==> config.mk <==
export PLATFORM = sky130hd
export DESIGN_NAME = phase_timer
export DESIGN_NICKNAME = d
export VERILOG_FILES = /design/src/rtl/phase_timer_pkg.sv /design/src/rtl/phase_timer_tick_prescaler.sv /design/src/rtl/phase_timer.sv
export SDC_FILE = /design/constraint.sdc
export NUM_CORES = 1
export LEC_CHECK = 0
export BUFFER_PORTS_ARGS = -buffer_cell sky130_fd_sc_hd__buf_4
export CAP_MARGIN = 10
export CORE_ASPECT_RATIO = 1.5
export CORE_MARGIN = 2
export CORE_UTILIZATION = 44
export CTS_BUF_LIST = sky130_fd_sc_hd__clkbuf_8
export DETAILED_ROUTE_END_ITERATION = 6
export PLACE_DENSITY = 0.7
export SYNTH_ARGS = -nofsm -noshare
export SYNTH_HDL_FRONTEND = slang
export SYNTH_SLANG_ARGS = --single-unit
==> constraint.sdc <==
create_clock -name clk -period 4.05 [get_ports clk]
set_input_delay 0.6075 -clock clk [delete_from_list [all_inputs] [get_ports clk]]
set_output_delay 0.6075 -clock clk [all_outputs]
set_load 0.01 [all_outputs]
==> src/rtl/phase_timer_pkg.sv <==
// Shared types and default parameters for the phase_timer block.
package phase_timer_pkg;

    typedef enum logic {
        IDLE = 1'b0,
        RUN  = 1'b1
    } ch_state_e;

    localparam int DEF_PRESCALE = 50;
    localparam int DEF_CNT_W    = 28;
    localparam int DEF_N_CH     = 4;
    localparam int DEF_DUR_W    = 8;

endpackage

==> src/rtl/phase_timer_tick_prescaler.sv <==
// Base tick generator: counts clk cycles while enabled and emits a one-cycle
// registered tick every PRESCALE cycles; holds its phase while disabled.
module tick_prescaler #(
    parameter int PRESCALE = phase_timer_pkg::DEF_PRESCALE,
    parameter int CNT_W    = phase_timer_pkg::DEF_CNT_W
) (
    input  logic clk,
    input  logic reset,
    input  logic en_i,
    output logic tick_o
);

    localparam logic [CNT_W-1:0] LAST = CNT_W'(PRESCALE - 1);

    logic [CNT_W-1:0] cnt_q, cnt_d;
    logic             tick_q, tick_d;

    always_comb begin
        cnt_d  = cnt_q;
        tick_d = 1'b0;
        if (en_i) begin
            if (cnt_q == LAST) begin
                cnt_d  = '0;
                tick_d = 1'b1;
            end else begin
                cnt_d = cnt_q + CNT_W'(1);
            end
        end
    end

    always_ff @(posedge clk or posedge reset) begin
        if (reset) begin
            cnt_q  <= '0;
            tick_q <= 1'b0;
        end else begin
            cnt_q  <= cnt_d;
            tick_q <= tick_d;
        end
    end

    // Gate with en so a pending tick never leaks out while the timer is paused.
    assign tick_o = tick_q & en_i;

endmodule

==> src/rtl/phase_timer.sv <==
// Multi-channel tick-based countdown timer sharing one prescaler.
// Optional auto-reload on expiry is compiled in with PHASE_TIMER_RELOAD_EN.
module phase_timer
    import phase_timer_pkg::*;
#(
    parameter int PRESCALE = DEF_PRESCALE,
    parameter int CNT_W    = DEF_CNT_W,
    parameter int N_CH     = DEF_N_CH,
    parameter int DUR_W    = DEF_DUR_W
) (
    input  logic                  clk,
    input  logic                  reset,
    input  logic                  en,
    input  logic [N_CH-1:0]       start,
    input  logic [N_CH*DUR_W-1:0] dur,
    input  logic [N_CH-1:0]       abort,
`ifdef PHASE_TIMER_RELOAD_EN
    input  logic [N_CH-1:0]       reload,
`endif
    output logic                  tick,
    output logic [N_CH-1:0]       busy,
    output logic [N_CH-1:0]       done,
    output logic [N_CH*DUR_W-1:0] remaining
);

    logic tick_w;

    tick_prescaler #(
        .PRESCALE (PRESCALE),
        .CNT_W    (CNT_W)
    ) u_prescaler (
        .clk    (clk),
        .reset  (reset),
        .en_i   (en),
        .tick_o (tick_w)
    );

    assign tick = tick_w;

    for (genvar i = 0; i < N_CH; i++) begin : g_ch
        ch_state_e        st_q, st_d;
        logic [DUR_W-1:0] rem_q, rem_d;
        logic [DUR_W-1:0] lat_q, lat_d;
        logic             done_q, done_d;
        logic [DUR_W-1:0] dur_w;
        logic             rld;

        assign dur_w = dur[i*DUR_W +: DUR_W];
`ifdef PHASE_TIMER_RELOAD_EN
        assign rld = reload[i];
`else
        assign rld = 1'b0;
`endif

        always_comb begin
            st_d   = st_q;
            rem_d  = rem_q;
            lat_d  = lat_q;
            done_d = 1'b0;
            if (abort[i]) begin
                st_d  = IDLE;
                rem_d = '0;
            end else begin
                case (st_q)
                    IDLE: begin
                        if (start[i]) begin
                            if (dur_w != '0) begin
                                st_d  = RUN;
                                rem_d = dur_w;
                                lat_d = dur_w;
                            end else begin
                                done_d = 1'b1;
                            end
                        end
                    end
                    RUN: begin
                        if (tick_w) begin
                            if (rem_q <= DUR_W'(1)) begin
                                done_d = 1'b1;
                                if (rld) begin
                                    rem_d = lat_q;
                                end else begin
                                    st_d  = IDLE;
                                    rem_d = '0;
                                end
                            end else if (rem_q > lat_q) begin
                                // Never let remaining exceed the latched duration.
                                rem_d = lat_q;
                            end else begin
                                rem_d = rem_q - DUR_W'(1);
                            end
                        end
                    end
                    default: begin
                        st_d  = IDLE;
                        rem_d = '0;
                    end
                endcase
            end
        end

        always_ff @(posedge clk or posedge reset) begin
            if (reset) begin
                st_q   <= IDLE;
                rem_q  <= '0;
                lat_q  <= '0;
                done_q <= 1'b0;
            end else begin
                st_q   <= st_d;
                rem_q  <= rem_d;
                lat_q  <= lat_d;
                done_q <= done_d;
            end
        end

        assign busy[i]                   = (st_q == RUN);
        assign done[i]                   = done_q;
        assign remaining[i*DUR_W +: DUR_W] = rem_q;
    end

endmodule

==> results of run 1 <==
through the flow:
stage	cells	setup slack [ns]	hold slack, ns	instance area [um2]	total power [W]
final	917	1.46	0.265	7250	0.00368
after global routing	917	1.21	0.297	7250	0.00396
after detailed placement	901	1.20	0.477	7000	0.00289
after global placement	901	1.34	0.462	7000	0.00284
after floorplan	675	0.795	0.443	6250	0.00243
after CTS	917	1.46	0.273	7250	0.00369
power by group through the flow:
stage | logic (W) | registers (W) | clock network [W]
after global routing | 0.00166 | 0.00145 | 0.000847
final | 0.00147 | 0.00142 | 0.000787
after global placement | 0.00141 | 0.00143 | 0
after CTS | 0.00147 | 0.00142 | 0.000805
after detailed placement | 0.00145 | 0.00144 | 0
after floorplan | 0.00103 | 0.00140 | 0
registers in the layout, summed over array words and instances, names as in the netlist:
name and cells:
g_ch.st_q 4, g_ch.done_q 4, u_prescaler.cnt_q 28, g_ch.lat_q 32, g_ch.rem_q 32, u_prescaler.tick_q 1
layout make-up:
class	count	area, um2	area share
Inverter	48	183	0.0252
Multi-Input combinational cell	496	3400	0.469
Clock inverter	6	110	0.0152
Timing Repair Buffer	91	683	0.0943
Clock buffer	10	138	0.0190
Tap cell	165	206	0.0285
Sequential cell	101	2530	0.349
kinds of logic after synthesis:
logic type                 Yosys count
and+or+nand+nor                    227
xor gates and xnor gates            49
muxes                                5
AOI/OAI and AO/OA                  173
DFF                                101
buffers and inverters               78
adders and majority gates           42
cells in the final DEF (no fill, tap or decap), types with 3 or more instances in the layout:
master	instances
dfrtp_1	101
buf_4	91
a21oi_1	52
inv_1	46
nor2_1	45
ha_1	42
nand2_1	37
o21ai_0	33
xnor2_1	31
nor3_1	28
o211ai_1	22
or4_1	22
xor2_1	18
nand4_1	16
nor2b_1	16
a311oi_1	16
a22oi_1	14
o31ai_1	14
nor4_1	12
nand3_1	12
and3_1	10
clkbuf_8	10
and4_1	6
nand2b_1	5
nor3b_1	5
a211oi_1	4
or3_1	4
mux2_2	4
bufinv_16	3
synth_stat cells (4+ instances only):
library cell  number  area share
o31ai_1           14       0.017
a21oi_1           52       0.042
mux2_2             4      0.0072
nor2b_1           16       0.016
nor3b_1            5      0.0060
nand2_1           37       0.022
nand4_1           16       0.016
and3_1            10       0.010
ha_1              42       0.084
o211ai_1          22       0.026
or3_1              4      0.0040
a22oi_1           14       0.017
nand2b_1           5      0.0050
dfrtp_1          101        0.40
clkbuf_1          17       0.010
or4_1             22       0.026
inv_1             46       0.028
o21ai_0           33       0.026
a311oi_1          16       0.022
buf_1              4      0.0024
xor2_1            18       0.025
and4_1             6      0.0084
nor3_1            28       0.022
xnor2_1           31       0.043
nor4_1            12       0.012
nor2_1            45       0.027
buf_4              8      0.0096
a211oi_1           4      0.0048
nand3_1           12      0.0096
path summary, 6_finish.rpt:
check	start	endpoint
setup reg to reg	g_ch[1].rem_q[0]	g_ch[1].rem_q[2]
max in group asynchronous	reset	g_ch[0].rem_q[5]
setup / recovery	g_ch[1].rem_q[0]	g_ch[1].rem_q[2]
hold reg to reg	u_prescaler.cnt_q[27]	u_prescaler.cnt_q[27]
hold / removal	reset	g_ch[1].lat_q[4]
min in group clk	abort[0]	g_ch[0].rem_q[5]
layer usage:
metal / part of all wire / wire (um) / up-vias / global-route usage
met5: 0 / 0 / - / 0
met4: 0.023 / 383 / 0 / 0.0878
met3: 0.051 / 827 / 37 / 0.0322
met2: 0.52 / 8440 / 192 / 0.385
met1: 0.41 / 6680 / 2704 / 0.275
li1: - / - / 2629 / -
==> flow_summary.toml, run 1 <==
[placement]
gp_congestion = 0.951
port_buffers = 83
place.detailed.hpwl_um = 12200

[yosys]
most_used_flip_flop_cell_after_synthesis = "dfrtp_1"
synth_top_family_by_area = "simple AND/OR/NAND/NOR gates"
synth_cell_type_count = 47
yosysWarningCount = 0
synth_sequential_area_ratio = 0.404
syn-mean-instance-area_um2 = 9.26
synth_xor_area_frac = 0.0687
async_reset_ff_frac = 1.00
synth_enable_flop_cells = 0
postSynthRegisterBits = 101
netlist_area_before_placement_mm2 = 0.00625
netlist_instances = 675
yosys-mux-area-fraction = 0.00881
synth_nets = 760
synth-adder-area-share = 0.0841
simple_gate_share_of_the_synthesized_area = 0.202
complex_gate_fraction_of_the_synthesized_area = 0.181

[power_and_ir_drop]
seqPwrFrac = 0.387
pwr-share-comb = 0.400
power.static_leakage_nw = 3.25
pwr_density_cell_mw_per_mm2 = 508
power_share_of_the_clock_group = 0.214
intPower_w = 0.00226
netSwitchingPower_w = 0.00142
p_sw_frac = 0.386
power.ir.vdd_worst_mv = 0.192

[routing]
drt-vias-per-instance = 6.07
detail-route-antenna-nets = 0
detail_route.iter0.violations = 283
routed-via-count = 5562
wire_per_inst_um = 17.8
drt_wl_total_um = 16300
drt_drc_violations_left = 0
drt-pass1-iter-count = 5

[clocking]
cts.htree.levels = 3
post_cts_resized = 0
clkTransAtPathRegs_ns = 0.09
number_of_buffers_inserted_during_clock_tree_synthesis = 9
ctsHoldBuffers = 0
cts_root_buffer = "clkbuf_8"
cts_tree = "done"
insertion_delay_ns = 0.38
ctsLongestPathBuffers = 2
cts_num_sinks = 101
post_cts_setup_buffers = 0

[global_routing]
global_route.usage.total = 0.222
grt_start_max_net_pins = 39
overflow = 0
grt_pass1_vias = 5564
antenna_found_initial = 0
grt_first_pass_wirelength_um = 27200

[critical_path]
maximum_single_stage_delay_on_the_critical_path_ns = 0.85
worstPathMaxFanout = 16
critical_path.endpoint_type = "flop"
worst_reg_to_reg_path_cell_count = 7
critical_path_buf_inv_count = 1
timing_worst_setup_path_type = "flop to flop"
worstPathCellList = "inv_1, ha_1, nand4_1, nor2_1, a21oi_1, o211ai_1, a311oi_1"
critical_path.top_delay_family = "compound AO/OA/AOI/OAI gates"
worst_ep_required_time_ns = 4.31
startpoint_type = "flop"
timing.critical_path.slowest_stage_cell = "a21oi_1"
timing.reg2reg.setup_slack_ns = 1.46
worst-path-stages = 7
arrival_ns = 2.86

[timing]
fin_worst_skew_ns = 0.0171
share_of_the_cycle_needed_by_the_critical_path_after_routing = 0.640
period_needed_ns = 2.59
endpoints_failing_setup = 0
timing_hold_violations_final = 0
report.final.slew_viol_count = 0
worstMarginPinSlew_ns = 1.17
clock.fmax_mhz = 386
max-slew-margin-rel = 0.213
tns_ns = 0
rsz_0062_raised_after_global_routing = "no"

[die]
fp.dieArea_mm2 = 0.0152
die_x_um = 101
placeableCoreArea_mm2 = 0.0139
die_height_um = 150
ports_placed_on_the_boundary = 84
starting_density_of_the_core = 0.449
std_cell_rows = 53

[outcome]
outcome = "complete, no violations"

[layout]
final_nets = 832
proportion_of_layout_cells_with_a_drive_suffix_above_1 = 0.156
area_delta_synth_final_pct = 15.9
fillerInstances = 1272
num_antenna_cells = 0
finish.utilization = 0.520

[flow_run]
drv.max_cap_violation_count = 0

[worst_hold_path]
timing.hold.worst.class = "primary input to async pin"
No activity file was read; power rests on OpenSTA's default activity.
==> run 2, diff against run 1 <==
==> constraint.sdc (replaced) <==
create_clock -name clk -period 2.45 [get_ports clk]
set_input_delay 0.3675 -clock clk [delete_from_list [all_inputs] [get_ports clk]]
set_output_delay 0.3675 -clock clk [all_outputs]
set_load 0.01 [all_outputs]
==> run 2 against run 1 <==
  * Clock skew is 0.0059 ns lower
  * Clock power is 54% higher
  * Highest routed layer unchanged
  * Critical endpoint is now g_ch[1].rem_q[0]
  * Maximum frequency is 14% higher
  * Largest cell class unchanged
==> flow_summary.toml, run 2 (synthesized netlist as in run 1, its figures left out) <==
[outcome]
outcome = "complete, no violations"

[clocking]
post_cts_setup_buffers = 0
insertion_delay_ns = 0.39
cts_root_buffer = "clkbuf_8"
cts_tree = "done"
number_of_buffers_inserted_during_clock_tree_synthesis = 9
cts_num_sinks = 101
clkTransAtPathRegs_ns = 0.10
ctsLongestPathBuffers = 2
cts.htree.levels = 3

[layout]
area_delta_synth_final_pct = 18.5
fillerInstances = 1273
layout_top_registers = "g_ch.lat_q x32, g_ch.rem_q x32, u_prescaler.cnt_q x28"
num_antenna_cells = 0
final_nets = 853
proportion_of_layout_cells_with_a_drive_suffix_above_1 = 0.181
most-common-layout-cells = "buf_4 (110), dfrtp_1 (101), a21oi_1 (50), inv_1 (46), nor2_1 (45)"
layout.cells.most_common = "buf_4"

[routing]
wire_per_inst_um = 16.9
drt_wl_total_um = 15900
drt_drc_violations_left = 0
detail-route-antenna-nets = 0
drt-pass1-iter-count = 5
routed-via-count = 5573
drt-vias-per-instance = 5.94
detail_route.iter0.violations = 392

[critical_path]
startpoint_type = "flop"
critical_path_buf_inv_count = 1
critical_path.startpoint = "g_ch[1].rem_q[1]"
maximum_single_stage_delay_on_the_critical_path_ns = 0.57
arrival_ns = 2.56
timing.critical_path.slowest_stage_cell = "or4_1"
worstPathMaxFanout = 9
critical_path.endpoint_type = "flop"
reg2reg_from = "g_ch[1].rem_q[1]"
critical_path.top_delay_family = "simple AND/OR/NAND/NOR gates"
worstPathCellList = "inv_1, ha_1, nor2_1, nor4_1, nand2b_1, or4_1, a311oi_1"
timing_worst_setup_path_type = "flop to flop"
worst_ep_required_time_ns = 2.74

[timing]
timing_hold_violations_final = 0
clock.fmax_mhz = 440
period_needed_ns = 2.27
fin_worst_skew_ns = 0.0112
worstMarginPinSlew_ns = 0.917
endpoints_failing_setup = 0
share_of_the_cycle_needed_by_the_critical_path_after_routing = 0.927
tns_ns = 0
max-slew-margin-rel = 0.387
report.final.slew_viol_count = 0
rsz_0062_raised_after_global_routing = "no"
fin_worst_hold_slack_ns = 0.160

[worst_hold_path]
min_from = "abort[0]"
timing.hold.worst.class = "primary input to flop"

[global_routing]
grt_start_max_net_pins = 89
antenna_found_initial = 0
global_route.usage.total = 0.213
overflow = 0
grt_pass1_vias = 5647
grt_first_pass_wirelength_um = 26000

[flow_run]
drv.max_cap_violation_count = 0

[die]
die_x_um = 101
fp.dieArea_mm2 = 0.0152
die_height_um = 150
starting_density_of_the_core = 0.449
ports_placed_on_the_boundary = 84
placeableCoreArea_mm2 = 0.0139
std_cell_rows = 53

[placement]
gp_congestion = 0.934
port_buffers = 83
place.detailed.hpwl_um = 11900

[power_and_ir_drop]
power.ir.vdd_worst_mv = 0.443
pwr_density_cell_mw_per_mm2 = 820
power.static_leakage_nw = 3.35
-- run 2: final timing paths --
path,to,slack (ns),depth (start not counted)
max in group asynchronous,u_prescaler.cnt_q[3],1.20,4
hold reg to reg,u_prescaler.cnt_q[27],0.48,1
hold / removal,g_ch[0].rem_q[5],0.16,2
min in group asynchronous,g_ch[0].rem_q[5],0.49,3
setup / recovery,g_ch[1].rem_q[0],0.18,7
setup reg to reg,g_ch[1].rem_q[0],0.18,7
-- run 2: final cells by class --
cell class | count | area (um2) | share of cell area
clock buffer | 9 | 124 | 0.0167
inverter | 48 | 184 | 0.0248
multi-input combinational | 496 | 3410 | 0.460
sequential | 101 | 2530 | 0.341
tap | 165 | 206 | 0.0279
clock inverter | 7 | 98.8 | 0.0133
timing repair buffer | 112 | 856 | 0.116
-- run 2: layer usage --
| layer | GRT usage | vias up | routed length [um] |
|---|---|---|---|
| met1 | 0.241 | 2685 | 6260 |
| met2 | 0.376 | 186 | 8180 |
| met4 | 0.111 | 0 | 558 |
| met5 | 0 | - | 0 |
| li1 | - | 2663 | - |
| met3 | 0.0369 | 39 | 865 |
-- run 2: power breakdown --
| part | switching (W) | leakage [nW] | total (W) | internal, W |
|---|---|---|---|---|
| clock | 0.000624 | 0.109 | 0.00121 | 0.000582 |
| sequential | 0.000337 | 1.31 | 0.00231 | 0.00197 |
| combinational | 0.00141 | 1.92 | 0.00256 | 0.00115 |
| total | 0.00238 | 3.35 | 0.00607 | 0.00370 |
-- run 2: worst reg2reg max path, cell delays in order, from the launching register on --
cell and delay, ns:
dfrtp_1 0.52, inv_1 0.11, ha_1 0.23, nor2_1 0.13, nor4_1 0.08, nand2b_1 0.27, or4_1 0.57, a311oi_1 0.26
-- run 2: through the flow --
step	cells	power (W)	area, um2	utilization	worst slack, ns
global placement	920	0.00479	7160	0.514	0.149
finish	938	0.00607	7410	0.532	0.178
CTS	937	0.00608	7390	0.531	0.0636
floorplan	675	0.00401	6250	-	0.324
global route	938	0.00653	7410	0.532	0.0335
detailed placement	920	0.00485	7160	0.514	0.0420
-- run 2: timing repair --
| action | CTS | global route |
|---|---|---|
| hold buffers | 1 | 0 |
| setup endpoints to repair | 0 | 18 |
| gates resized for setup | 0 | 3 |
| hold endpoints to repair | 13 | 0 |
==> run 3, diff against run 2 <==
--- a/config.mk
+++ b/config.mk
@@ -8,7 +8,6 @@
 export BUFFER_PORTS_ARGS = -buffer_cell sky130_fd_sc_hd__buf_4
 export CAP_MARGIN = 10
 export CORE_ASPECT_RATIO = 1.5
-export CORE_MARGIN = 2
 export CORE_UTILIZATION = 44
 export CTS_BUF_LIST = sky130_fd_sc_hd__clkbuf_8
 export DETAILED_ROUTE_END_ITERATION = 6
==> run 3 against run 2 <==
  * Non-clock buffer count up 2
  * Die area fell by 3.3%
  * Sequential share of layout area is 0.063 points higher
  * Critical path depth rose by 1
  * Worst hold slack worse by 0.057 ns
  * Clock power is 9% lower
  * Combinational power is essentially flat
  * Final cell count grew 0.21%
==> flow_summary.toml, run 3 (synthesized netlist as in run 1, its figures left out) <==
[outcome]
outcome = "complete, no violations"

[layout]
most-common-layout-cells = "buf_4 (113), dfrtp_1 (100), a21oi_1 (50), inv_1 (46), nor2_1 (45)"
finish.utilization = 0.531
area_delta_synth_final_pct = 18.3
final_nets = 855
final_area_mm2 = 0.00740
ff_latch_area_mm2 = 0.00253
proportion_of_layout_cells_with_a_drive_suffix_above_1 = 0.185
fillerInstances = 1280
num_antenna_cells = 0
multiInputGateArea_mm2 = 0.00341
layout_top_registers = "g_ch.lat_q x32, g_ch.rem_q x32, u_prescaler.cnt_q x28"
layout.cells.most_common = "buf_4"

[power_and_ir_drop]
power.static_leakage_nw = 3.35
finalPower_w = 0.00599
pwr_density_cell_mw_per_mm2 = 810
power.ir.vdd_worst_mv = 0.334

[clocking]
ctsLongestPathBuffers = 2
cts_tree = "done"
insertion_delay_ns = 0.38
clkTransAtPathRegs_ns = 0.10
post_cts_setup_buffers = 0
cts_num_sinks = 101
cts_root_buffer = "clkbuf_8"
ctsHoldBuffers = 0
number_of_buffers_inserted_during_clock_tree_synthesis = 9
cts.htree.levels = 3

[global_routing]
grt_start_max_net_pins = 74
antenna_found_initial = 0
grt_pass1_vias = 5709
overflow = 0
grt_first_pass_wirelength_um = 27200
global_route.usage.total = 0.231

[critical_path]
arrival_ns = 2.57
startpoint_type = "flop"
critical_path.endpoint_type = "flop"
timing_worst_setup_path_type = "flop to flop"
worstPathMaxFanout = 9
worst_ep_required_time_ns = 2.72

[worst_hold_path]
timing.hold.worst.class = "primary input to async pin"

[die]
placeableCoreArea_mm2 = 0.0139
die_x_um = 99.3
ports_placed_on_the_boundary = 84
starting_density_of_the_core = 0.449
die_height_um = 148
std_cell_rows = 53
fp.dieArea_mm2 = 0.0147

[timing]
fin_worst_hold_slack_ns = 0.103
fin_worst_skew_ns = 0.0101
rsz_0062_raised_after_global_routing = "no"
report.final.slew_viol_count = 0
share_of_the_cycle_needed_by_the_critical_path_after_routing = 0.940
period_needed_ns = 2.30
max-slew-margin-rel = 0.226
clock.fmax_mhz = 434
endpoints_failing_setup = 0
worstMarginPinSlew_ns = 1.16
timing_hold_violations_final = 0

[routing]
detail-route-antenna-nets = 0
drt-pass1-iter-count = 5
drt-vias-per-instance = 5.90
drt_drc_violations_left = 0
detail_route.iter0.violations = 246
drt_wl_total_um = 16100
wire_per_inst_um = 17.1
routed-via-count = 5549

[placement]
placed_area_mm2 = 0.00719
gp_congestion = 0.934
port_buffers = 83
place.detailed.hpwl_um = 12300

[flow_run]
drv.max_cap_violation_count = 0
run 3: cell count changes in the layout (fill, tap and decap cells not counted), sizes merged:
cell and change:
clkinv +3, clkbuf +1, clkinvlp -1, buf +3, bufinv -1, inv -2, dlygate4sd3 -1
run 3: power by group:
group	leakage (nW)	internal, W	total, W	switching, W
combinational	1.93	0.00116	0.00257	0.00141
clock	0.104	0.000499	0.00110	0.000604
sequential	1.31	0.00197	0.00231	0.000343
run 3: final timing paths:
check | end | slack (ns) | startpoint | cells after the start
worst max-delay path | g_ch[1].rem_q[2] | 0.15 | g_ch[1].rem_q[1] | 8
worst min-delay path | g_ch[1].lat_q[3] | 0.10 | reset | 3
worst max register to register | g_ch[1].rem_q[2] | 0.15 | g_ch[1].rem_q[1] | 8
worst min register to register | u_prescaler.cnt_q[27] | 0.50 | u_prescaler.cnt_q[27] | 1
max in group asynchronous | u_prescaler.cnt_q[24] | 2.03 | reset | 3
min in group clk | g_ch[3].rem_q[5] | 0.18 | abort[3] | 2
run 3: cell type report:
class,count,area share
Clock buffer,10,0.0186
Clock inverter,6,0.00863
Inverter,48,0.0249
Multi-Input combinational cell,496,0.461
Sequential cell,101,0.342
Tap cell,165,0.0279
Timing Repair Buffer,114,0.117
run 3: timing repair:
action	CTS	global route
hold endpoints to repair	0	0
gates resized for setup	1	2
setup endpoints to repair	8	8
cloned	0	0
run 3: routing by layer:
layer | global-route usage | up-vias | share of wire
met5 | 0 | - | 0
met4 | 0.110 | 0 | 0.033
met3 | 0.0459 | 38 | 0.049
met2 | 0.410 | 182 | 0.51
met1 | 0.264 | 2666 | 0.40
li1 | - | 2663 | -
run 3: stage by stage:
step	TNS [ns]	cells	setup WS, ns
floorplan	0	675	0.324
global placement	0	924	0.0654
detailed placement	-0.0750	924	-0.0250
CTS	0	940	0.000290
global route	0	940	0.0250
finish	0	940	0.147
run 3: critical path, stage by stage (launching register included):
cell and delay (ns):
dfrtp_2 0.46, inv_1 0.08, ha_1 0.22, nor2_1 0.12, nor4_1 0.06, buf_4 0.14, nand2b_1 0.26, or4_1 0.59
a311oi_1 0.26
